[src/rtl/crc_pause_ctx_stack.sv]
// LIFO of paused fingerprint-task contexts: pause 'store' pushes key/CRC context,
// unpause 'setfsm' pops it. Top-of-stack, occupancy and sticky error flags are registered.
module crc_pause_ctx_stack #(
    parameter int KEY_WIDTH = 4,
    parameter int CTX_WIDTH = 32,
    parameter int DEPTH     = 8,
    parameter int PTR_WIDTH = 3
) (
    input  logic                 clk,
    input  logic                 rst,
    input  logic                 push,
    input  logic [KEY_WIDTH-1:0] push_key,
    input  logic [CTX_WIDTH-1:0] push_ctx,
    input  logic                 pop,
    input  logic                 flush,
    input  logic                 clr_err,
    output logic [KEY_WIDTH-1:0] tos_key,
    output logic [CTX_WIDTH-1:0] tos_ctx,
    output logic                 empty_n,
    output logic                 full,
    output logic [PTR_WIDTH:0]   depth,
    output logic                 overflow,
    output logic                 underflow
);

    localparam logic [PTR_WIDTH:0] DEPTH_C = (PTR_WIDTH+1)'(DEPTH);
    localparam logic [PTR_WIDTH:0] ZERO_C  = {(PTR_WIDTH+1){1'b0}};
    localparam logic [PTR_WIDTH:0] ONE_C   = (PTR_WIDTH+1)'(1);
    localparam logic [PTR_WIDTH:0] TWO_C   = (PTR_WIDTH+1)'(2);

    logic [KEY_WIDTH-1:0] mem_key_r [DEPTH];
    logic [CTX_WIDTH-1:0] mem_ctx_r [DEPTH];

    logic [PTR_WIDTH:0]   depth_nxt_s;
    logic [KEY_WIDTH-1:0] key_nxt_s;
    logic [CTX_WIDTH-1:0] ctx_nxt_s;
    logic                 wr_en_s;
    logic [PTR_WIDTH-1:0] wr_idx_s;
    logic [PTR_WIDTH-1:0] rd_idx_s;
    logic                 ovf_evt_s;
    logic                 unf_evt_s;
    logic                 is_empty_s;
    logic                 is_full_s;

    // Next-state decode of the strobes; flush overrides push/pop entirely.
    always_comb begin
        depth_nxt_s = depth;
        key_nxt_s   = tos_key;
        ctx_nxt_s   = tos_ctx;
        wr_en_s     = 1'b0;
        wr_idx_s    = PTR_WIDTH'(depth);
        rd_idx_s    = PTR_WIDTH'(depth - TWO_C);
        ovf_evt_s   = 1'b0;
        unf_evt_s   = 1'b0;
        is_empty_s  = (depth == ZERO_C);
        is_full_s   = (depth == DEPTH_C);
        if (flush) begin
            depth_nxt_s = ZERO_C;
            key_nxt_s   = {KEY_WIDTH{1'b0}};
            ctx_nxt_s   = {CTX_WIDTH{1'b0}};
        end else if (push && pop) begin
            wr_en_s   = 1'b1;
            key_nxt_s = push_key;
            ctx_nxt_s = push_ctx;
            if (is_empty_s) begin
                unf_evt_s   = 1'b1;
                depth_nxt_s = ONE_C;
                wr_idx_s    = {PTR_WIDTH{1'b0}};
            end else begin
                // Replace the top entry in place.
                wr_idx_s = PTR_WIDTH'(depth - ONE_C);
            end
        end else if (push) begin
            if (is_full_s) begin
                ovf_evt_s = 1'b1;
            end else begin
                wr_en_s     = 1'b1;
                depth_nxt_s = depth + ONE_C;
                key_nxt_s   = push_key;
                ctx_nxt_s   = push_ctx;
            end
        end else if (pop) begin
            if (is_empty_s) begin
                unf_evt_s = 1'b1;
            end else begin
                depth_nxt_s = depth - ONE_C;
                if (depth == ONE_C) begin
                    key_nxt_s = {KEY_WIDTH{1'b0}};
                    ctx_nxt_s = {CTX_WIDTH{1'b0}};
                end else begin
                    key_nxt_s = mem_key_r[rd_idx_s];
                    ctx_nxt_s = mem_ctx_r[rd_idx_s];
                end
            end
        end else begin
            depth_nxt_s = depth;
        end
    end

    // Entry storage; intentionally not cleared by reset.
    always_ff @(posedge clk) begin
        if (wr_en_s) begin
            mem_key_r[wr_idx_s] <= push_key;
            mem_ctx_r[wr_idx_s] <= push_ctx;
        end
    end

    // Registered outputs and sticky flags (an error event beats clr_err).
    always_ff @(posedge clk) begin
        if (rst) begin
            depth     <= ZERO_C;
            tos_key   <= {KEY_WIDTH{1'b0}};
            tos_ctx   <= {CTX_WIDTH{1'b0}};
            empty_n   <= 1'b0;
            full      <= 1'b0;
            overflow  <= 1'b0;
            underflow <= 1'b0;
        end else begin
            depth     <= depth_nxt_s;
            tos_key   <= key_nxt_s;
            tos_ctx   <= ctx_nxt_s;
            empty_n   <= (depth_nxt_s != ZERO_C);
            full      <= (depth_nxt_s == DEPTH_C);
            overflow  <= ovf_evt_s | (overflow & ~clr_err);
            underflow <= unf_evt_s | (underflow & ~clr_err);
        end
    end

endmodule

[config.mk]
export PLATFORM = sky130hd
export DESIGN_NAME = crc_pause_ctx_stack
export DESIGN_NICKNAME = d
export VERILOG_FILES = /design/src/rtl/crc_pause_ctx_stack.sv
export SDC_FILE = /design/constraint.sdc
export NUM_CORES = 1
export LEC_CHECK = 0
export CAP_MARGIN = 0
export CORE_MARGIN = 2
export CORE_UTILIZATION = 25
export DETAILED_ROUTE_END_ITERATION = 8
export GPL_ROUTABILITY_DRIVEN = 0
export GPL_TIMING_DRIVEN = 0
export SYNTH_ARGS = -nofsm -noshare
export SYNTH_HDL_FRONTEND = slang
export SYNTH_SLANG_ARGS = --single-unit
[constraint.sdc]
create_clock -name clk -period 13 [get_ports clk]
set_input_delay 3.25 -clock clk [delete_from_list [all_inputs] [get_ports clk]]
set_output_delay 3.25 -clock clk [all_outputs]
set_load 0.02 [all_outputs]
==> impl_metrics.csv, run 1 <==
group,metric,value,unit
drt,drt.antenna.violating_nets,0,
global_route,grt_pass1_wl,47680,µm
clocking,cts_resized,0,
die,io_pins,86,
timing,final_hold_viol_count,0,
setup_path,endpoint_kind,"flip-flop",
final_layout,fin_util,31.48,%
logic_synthesis,synth_enable_flop_cells,288,
die,die_area,54080,µm²
setup_path,startpoint_type,"input port",
clocking,path_clk_slew,50,ps
setup_path,path_class,"in2reg",
clocking,clk_path_buf_depth,3,
timing,rsz0062_at_grt,"no",
final_layout,drive_gt1_share,21.10,%
power_and_ir_drop,power.leakage,0.005075,µW
clocking,holdBufCountCts,0,
global_route,use_met2,19.72,%
final_layout,multiInputGateArea,3308,µm²
drt,viasPerCell,4.536,
setup_path,r2r_slack,8410,ps
logic_synthesis,yosysSeqAreaShare,72.97,%
logic_synthesis,avgSynthCellArea,18.21,µm²
timing,relSlewSlack,30.78,%
final_layout,area_delta_synth_final,24.15,%
power_and_ir_drop,power.density,145.9,nW/µm²
logic_synthesis,synth_ff_type,"edfxtp_1",
drt,drc_errors,0,
die,core_area,51510,µm²
timing,final.setup_skew,19.68,ps
power_and_ir_drop,peakVddDrop,0.08679,mV
logic_synthesis,async_flop_share,0,%
placement,dpl_worst_slack,6555,ps
setup_path,r2r-start,"depth[1]$_SDFF_PP0_",
job,cap_violations,0,
drt,drt_wl_total,31960,µm
clocking,numCtsBuffers,36,
global_route,grt_pass1_vias,7500,
drt,routedWlPerCell,20.33,µm
global_route,antenna_found_initial,3,
final_layout,final_nets,913,
placement,dpl.hpwl,21270,µm
die,start_util,25.35,%
logic_synthesis,synth_area,13060,µm²
timing,whs,460.1,ps
logic_synthesis,synth_seq_cells,332,
final_layout,fillers,5018,
clocking,postCtsSetupRepairBufs,0,
global_route,grt-ovfl-total,0,
setup_path,worstPathMaxFanout,20,
timing,finalCritPeriodShare,45.74,%
logic_synthesis,synth.distinct_cells,44,
die,rows,83,
setup_path,startpoint,"push",
logic_synthesis,yosys_warnings,0,
timing,final-max-slew-violation-count,0,
clocking,tritoncts,"built",
logic_synthesis,syn_inst,717,
global_route,grt-busiest-layer,"met2",
hold_path,hp-class,"reg2reg",
drt,drtIter0Drc,552,
timing,setup_tns,0,ps
final_layout,seq_area,9529,µm²
global_route,grt_max_degree,26,
placement,io_buffers,84,
timing,tightest_slew,1033,ps
timing,fmax,0.1682,GHz
setup_path,crit_required,13210,ps
clocking,clkSinkCount,332,
timing,setup_ws,7054,ps
drt,first_pass_iters,5,
global_route,grt.total_usage,11.81,%
run_status,outcome,"finished, final reports clean",
clocking,cts_root_buf,"clkbuf_16",
power_and_ir_drop,totalPowerFinal,2366,µW
logic_synthesis,syn_nets,766,
setup_path,cp.arrival,6150,ps
die,dieHeight,232.6,µm
timing,period_needed,5946,ps
clocking,cts_htree_levels,2,
global_route,grt_util_met1,15.27,%
clocking,clk_latency,530,ps
hold_path,hp-start,"underflow$_SDFF_PP0_",
timing,setup_viol,0,
drt,vias,7130,
die,die_width,232.6,µm
global_route,met3_usage,2.904,%
[report_power, final]
group          switching (µW)  internal, µW  leakage (µW)
logic                     116          85.5       0.00158
registers                7.64          1180       0.00296
clock network             415           563      0.000539
[sequential cells by signal, summed over array words and instances (netlist names), 4 cells and up]
name	flops
mem_ctx_r	256
mem_key_r	32
tos_ctx	32
tos_key	4
depth	4
[synth_stat cells, types with 2 or more instances]
cell,count,share of area [%]
edfxtp_1,288,66
nor2_1,83,2.4
mux4_2,72,12
dfxtp_1,44,6.7
nor3_1,39,1.5
mux2i_1,36,2.8
a211oi_1,34,2.0
buf_2,17,0.65
clkbuf_1,14,0.40
nand2_1,10,0.29
a21oi_1,8,0.31
inv_1,8,0.23
buf_1,7,0.20
ha_1,7,0.67
buf_6,5,0.43
nand3_1,4,0.15
and3_1,3,0.14
and3b_1,3,0.20
nor3_2,3,0.23
a211oi_2,2,0.19
a21o_1,2,0.11
a31oi_1,2,0.096
and4_1,2,0.13
nand4_1,2,0.096
o21a_1,2,0.11
o21ai_0,2,0.077
[cells by family (layout without fill, tap and decap cells)]
logic type / Yosys count / in the layout / share of synthesized area, %
AO/OA/AOI/OAI: 62 / 62 / 3.603
XOR/XNOR: 1 / 1 / 0.06708
adder cells (fa/ha/maj): 7 / 7 / 0.6707
buffers and inverters: 51 / 225 / 1.916
flip-flops: 332 / 332 / 72.97
multiplexers: 109 / 109 / 15.26
other: 0 / 1 / 0
AND/OR/NAND/NOR: 155 / 155 / 5.509
[worst paths after layout]
| kind | depth (start not counted) | to |
|---|---|---|
| worst min register to register | 2 | underflow$_SDFF_PP0_ |
| worst max register to register | 11 | mem_key_r[2][0]$_DFFE_PP_ |
| worst max-delay path | 8 | mem_ctx_r[0][29]$_DFFE_PP_ |
| worst min-delay path | 2 | underflow$_SDFF_PP0_ |
[critical path, cell delays in order]
cell             delay [ps]
clkdlybuf4s50_1         630
buf_2                   320
nand2_1                 110
nor2_1                  180
nand2_1                 100
a22oi_1                 480
and4_2                  770
buf_12                  270
[stage by stage]
stage / cell area [µm²] / cells
floorplan: 13060 / 717
global placement: 14750 / 1481
detailed placement: 15080 / 1506
CTS: 16210 / 1571
global route: 16210 / 1572
finish: 16210 / 1572
[cells in the final DEF (no fill, tap or decap), types with 3 or more instances in the layout]
cell,n
clkinv_2,5
nor3_2,7
mux4_2,72
buf_4,3
clkbuf_1,23
edfxtp_1,288
nand2_1,10
buf_6,22
inv_1,8
clkbuf_16,36
buf_12,3
clkinv_1,5
a211oi_1,34
nor3_1,35
mux2i_1,36
buf_2,17
clkinvlp_4,4
ha_1,7
clkdlybuf4s50_1,84
nor2_1,83
a21oi_1,8
dfxtp_1,44
nand3_1,4
and3b_1,3
buf_1,7
[area by class of cell]
| class | instances | area share, % |
|---|---|---|
| flip-flops and latches | 332 | 58.77 |
| inverters | 8 | 0.1852 |
| diodes | 1 | 0.01543 |
| repair buffers | 109 | 7.061 |
| multi-input cells | 334 | 20.40 |
| clock inverters | 19 | 1.104 |
| clock buffers | 46 | 5.850 |
| well taps | 680 | 5.248 |
| plain buffers | 43 | 1.358 |
[metal layers]
metal  routed length (µm)  vias up
met4                  590        4
met3                 1914       43
li1                     -     3177
met2                15510      187
met5                   30        -
met1                13920     3719
No activity file was read; power rests on OpenSTA's default activity.
==> inputs of run 2 (changes only) <==
==> constraint.sdc (replaced) <==
create_clock -name clk -period 5.2 [get_ports clk]
set_input_delay 1.3 -clock clk [delete_from_list [all_inputs] [get_ports clk]]
set_output_delay 1.3 -clock clk [all_outputs]
set_load 0.02 [all_outputs]
==> run 2 against run 1 <==
Final area rose by 0.65%. Clock power rose to 2.6 times the previous value. Sequential cell count did not move. Wire length fell by 0.18%. Combinational power rose to 2.5 times the previous value. Core utilization rose by 0.20 points. First-iteration DRC count rose by 6.7%. Non-clock buffer count fell by 3.
==> impl_metrics.csv, run 2 (synthesized netlist as in run 1, its figures left out) <==
group,metric,value,unit
die,io_pins,86,
clocking,clk_path_buf_depth,3,
setup_path,ff2ff_path_depth,11,
setup_path,r2r-start,"depth[1]$_SDFF_PP0_",
final_layout,area_delta_synth_final,24.96,%
final_layout,fin_util,31.68,%
die,die_width,232.6,µm
clocking,path_clk_slew,60,ps
hold_path,hold_end,"underflow$_SDFF_PP0_",
hold_path,hp-start,"underflow$_SDFF_PP0_",
job,cap_violations,0,
final_layout,final_nets,911,
placement,place_area,15090,µm²
timing,fmax,0.2190,GHz
final_layout,largest_reg_flops,256,
timing,final_hold_viol_count,0,
timing,setup_tns,0,ps
final_layout,final_cell_mix,"edfxtp_1 (288), clkdlybuf4s50_1 (84), nor2_1 (83)",
die,core_area,51510,µm²
timing,final-max-slew-violation-count,0,
timing,setup_viol,0,
placement,io_buffers,84,
setup_path,cp.arrival,4780,ps
final_layout,fin_area,16320,µm²
clocking,postCtsSetupRepairBufs,0,
setup_path,startpoint_type,"flip-flop",
setup_path,path_class,"reg2reg",
run_status,outcome,"finished, final reports clean",
timing,finalCritPeriodShare,87.80,%
timing,relSlewSlack,32.99,%
power_and_ir_drop,peakVddDrop,0.1933,mV
drt,vias,7092,
power_and_ir_drop,power.density,371.8,nW/µm²
drt,routedWlPerCell,20.32,µm
setup_path,startpoint,"depth[1]$_SDFF_PP0_",
clocking,cts_root_buf,"clkbuf_16",
setup_path,worstPathMaxFanout,10,
setup_path,crit_required,5420,ps
drt,drt_wl_total,31900,µm
hold_path,hold_path_depth,2,
global_route,grt_pass1_wl,47730,µm
power_and_ir_drop,power.leakage,0.005125,µW
drt,drt.antenna.violating_nets,0,
global_route,grt.total_usage,11.89,%
drt,drc_errors,0,
final_layout,regMostFlops,"mem_ctx_r",
setup_path,r2r-end,"mem_ctx_r[6][3]$_DFFE_PP_",
timing,period_needed,4566,ps
hold_path,hp-class,"reg2reg",
placement,dpl.hpwl,21130,µm
clocking,numCtsBuffers,37,
clocking,cts_resized,0,
final_layout,drive_gt1_share,21.48,%
drt,drtIter0Drc,589,
die,start_util,25.35,%
timing,rsz0062_at_grt,"no",
global_route,grt-ovfl-total,0,
die,dieHeight,232.6,µm
drt,first_pass_iters,5,
clocking,clk_latency,520,ps
clocking,cts_htree_levels,2,
clocking,tritoncts,"built",
clocking,clkSinkCount,332,
final_layout,top_regs,"mem_ctx_r (256), mem_key_r (32), tos_ctx (32)",
setup_path,r2r_slack,630,ps
global_route,grt_max_degree,27,
final_layout,final_common_cell,"edfxtp_1",
global_route,antenna_found_initial,3,
timing,tightest_slew,999.7,ps
drt,viasPerCell,4.517,
die,rows,83,
clocking,holdBufCountCts,0,
setup_path,endpoint_kind,"flip-flop",
timing,final.setup_skew,22.43,ps
die,die_area,54080,µm²
global_route,grt_pass1_vias,7348,
## run 2: through the flow
step	hold slack, ps	setup WS [ps]	instances	total power [µW]
final	450.0	634.3	1570	6066
after global routing	499.3	378.5	1570	6272
after CTS	450.2	622.7	1569	6134
after detailed placement	446.7	556.4	1503	3539
after global placement	452.2	-3449	1481	3524
after floorplan	522.1	-9.144	717	3316
## run 2: worst max-delay path by stage
stage | end | slack (ps) | depth (start not counted)
after floorplan | mem_ctx_r[3][0]$_DFFE_PP_ | -9 | 9
after global placement | mem_key_r[7][0]$_DFFE_PP_ | -3450 | 6
after detailed placement | mem_key_r[4][0]$_DFFE_PP_ | 560 | 7
after CTS | mem_ctx_r[6][3]$_DFFE_PP_ | 620 | 11
after global routing | mem_ctx_r[6][3]$_DFFE_PP_ | 380 | 11
final | mem_ctx_r[6][3]$_DFFE_PP_ | 630 | 11
## run 2: report_power, final
part	switching, µW	internal (µW)	total (µW)
logic	293	214	507
clock network	1040	1550	2590
registers	17.6	2950	2970
total	1350	4710	6070
## run 2: per-layer routing
layer  vias to the layer above  wire length, µm  track usage (%)
met1                      3658            13900            15.67
li1                       3181                -                -
met3                        46             1997            2.941
met2                       203            15400            19.62
met4                         4              575            2.946
met5                         -               30                0
## run 2: cell type report
| cell class | instances | area [µm²] |
|---|---|---|
| fillers | 5050 | 35190 |
| flip-flops and latches | 332 | 9529 |
| multi-input cells | 334 | 3314 |
| repair buffers | 106 | 1150 |
| clock buffers | 45 | 1018 |
| well taps | 680 | 850.8 |
| plain buffers | 43 | 220.2 |
| clock inverters | 21 | 202.7 |
| inverters | 8 | 30.03 |
| diodes | 1 | 2.502 |
## run 2: worst max-delay path, cell delays in order, from the launching register on
cell and delay (ps):
dfxtp_1 430, buf_2 320, buf_1 660, inv_1 290, ha_1 370, and3b_1 200, clkbuf_1 180, o32ai_1 370
nand2_1 210, nor3_2 790, buf_6 260, buf_6 190
==> inputs of run 3 (changes only) <==
--- a/config.mk
+++ b/config.mk
@@ -8,6 +8,7 @@
 export CAP_MARGIN = 0
 export CORE_MARGIN = 2
 export CORE_UTILIZATION = 25
+export CTS_BUF_LIST = sky130_fd_sc_hd__clkbuf_8
 export DETAILED_ROUTE_END_ITERATION = 8
 export GPL_ROUTABILITY_DRIVEN = 0
 export GPL_TIMING_DRIVEN = 0
==> run 3 against run 2 <==
First-iteration DRC count fell by 18%. Clock skew rose by 9.7 ps. Clock power fell by 14%. Cell count rose by 2.0%. Via count rose by 0.32%. Sequential cell count did not move. Die area did not move. Core utilization fell by 0.28 points. Sequential share of layout area rose by 0.53 points. Final area fell by 0.90%. Critical path depth did not move. Critical endpoint is now mem_ctx_r[4][13]$_DFFE_PP_. Largest power group unchanged. Highest routed layer unchanged.
==> impl_metrics.csv, run 3 (synthesized netlist as in run 1, its figures left out) <==
group,metric,value,unit
die,die_area,54080,µm²
global_route,grt-busiest-layer,"met2",
timing,tightest_slew,981.3,ps
timing,fmax,0.2193,GHz
final_layout,final_cell_mix,"edfxtp_1 (288), clkdlybuf4s50_1 (84), nor2_1 (83)",
drt,drt_wl_total,31980,µm
clocking,clk_path_buf_depth,3,
clocking,clkSinkCount,332,
global_route,grt_max_degree,27,
timing,finalCritPeriodShare,87.68,%
final_layout,fin_util,31.40,%
hold_path,hp-class,"reg2reg",
die,rows,83,
power_and_ir_drop,peakVddDrop,0.1621,mV
die,start_util,25.35,%
drt,vias,7115,
final_layout,seq_area,9529,µm²
global_route,use_met2,19.78,%
setup_path,startpoint_type,"flip-flop",
drt,drtIter0Drc,485,
timing,rsz0062_at_grt,"no",
clocking,holdBufCountCts,0,
final_layout,area_delta_synth_final,23.84,%
power_and_ir_drop,power.density,352.7,nW/µm²
job,cap_violations,0,
timing,final_hold_viol_count,0,
global_route,grt-ovfl-total,0,
global_route,grt.total_usage,12.00,%
drt,drc_errors,0,
final_layout,final_nets,927,
setup_path,cp.arrival,4840,ps
global_route,grt_util_met1,15.44,%
setup_path,path_class,"reg2reg",
power_and_ir_drop,power.leakage,0.005143,µW
die,die_width,232.6,µm
timing,final.setup_skew,32.11,ps
power_and_ir_drop,totalPowerFinal,5703,µW
timing,period_needed,4559,ps
drt,drt.antenna.violating_nets,0,
setup_path,endpoint_kind,"flip-flop",
global_route,grt_pass1_vias,7544,
clocking,tritoncts,"built",
clocking,clk_latency,600,ps
die,core_area,51510,µm²
placement,io_buffers,84,
final_layout,largest_reg_flops,256,
timing,setup_viol,0,
clocking,cts_resized,0,
clocking,cts_htree_levels,2,
timing,relSlewSlack,34.22,%
placement,dpl.hpwl,21130,µm
timing,final-max-slew-violation-count,0,
run_status,outcome,"finished, final reports clean",
final_layout,fillers,5065,
final_layout,top_regs,"mem_ctx_r (256), mem_key_r (32), tos_ctx (32)",
setup_path,worstPathMaxFanout,14,
clocking,postCtsSetupRepairBufs,0,
final_layout,drive_gt1_share,22.48,%
global_route,grt_pass1_wl,48070,µm
die,dieHeight,232.6,µm
final_layout,final_common_cell,"edfxtp_1",
setup_path,crit_required,5480,ps
final_layout,regMostFlops,"mem_ctx_r",
drt,first_pass_iters,5,
clocking,numCtsBuffers,53,
clocking,path_clk_slew,60,ps
global_route,met3_usage,3.174,%
drt,routedWlPerCell,19.96,µm
drt,viasPerCell,4.441,
clocking,cts_root_buf,"clkbuf_8",
die,io_pins,86,
global_route,antenna_found_initial,3,
final_layout,multiInputGateArea,3314,µm²
-- run 3: changes by cell type in the layout (fill, tap and decap cells not counted) --
cell and change:
inv_1 +16, clkinv_1 +4, clkbuf_16 -39, clkbuf_8 +58, clkinvlp_4 -2, clkinv_8 -1, clkbuf_1 -4, inv_8 +1
clkinv_4 -1
-- run 3: worst max-delay path: stages (launching register included) --
cell and delay [ps]:
dfxtp_1 430, buf_2 320, buf_1 660, inv_1 300, ha_1 370, and3b_1 200
clkbuf_1 180, o32ai_1 360, nand2_1 210, nor3b_4 770, buf_16 240, buf_8 200
-- run 3: final timing paths --
path | startpoint | endpoint | slack [ps] | cells past startpoint
max reg2reg | depth[1]$_SDFF_PP0_ | mem_ctx_r[4][13]$_DFFE_PP_ | 640 | 11
min reg2reg | underflow$_SDFF_PP0_ | underflow$_SDFF_PP0_ | 450 | 2
min | underflow$_SDFF_PP0_ | underflow$_SDFF_PP0_ | 450 | 2
max | depth[1]$_SDFF_PP0_ | mem_ctx_r[4][13]$_DFFE_PP_ | 640 | 11
-- run 3: routing by layer --
| metal | part of all wire (%) | up-vias |
|---|---|---|
| met5 | 0.081 | - |
| met4 | 2.0 | 4 |
| met3 | 6.3 | 49 |
| met2 | 49 | 212 |
| met1 | 43 | 3633 |
| li1 | - | 3217 |
-- run 3: area by class of cell --
cell class | count | area share (%)
diodes | 1 | 0.01547
plain buffers | 43 | 1.362
clock buffers | 60 | 5.106
clock inverters | 38 | 1.540
inverters | 8 | 0.1857
multi-input cells | 334 | 20.50
flip-flops and latches | 332 | 58.92
well taps | 680 | 5.261
repair buffers | 106 | 7.110
-- run 3: power by group --
group	internal [µW]	switching (µW)	total, µW
clock	1210	1020	2230
sequential	2950	17.8	2970
combinational	214	293	507
total	4370	1330	5700
-- run 3: through the flow --
stage | setup WS [ps] | setup TNS [ps] | std cells | hold slack, ps | cell area (µm²)
2_1_floorplan | -9.144 | -1208 | 717 | 522.1 | 13060
3_3_place_gp | -3449 | -526880 | 1481 | 452.2 | 14760
3_5_place_dp | 556.4 | 0 | 1503 | 446.7 | 15090
4_1_cts | 626.2 | 0 | 1601 | 450.4 | 16170
5_1_grt | 383.8 | 0 | 1602 | 499.2 | 16170
6_report | 640.8 | 0 | 1602 | 451.5 | 16170
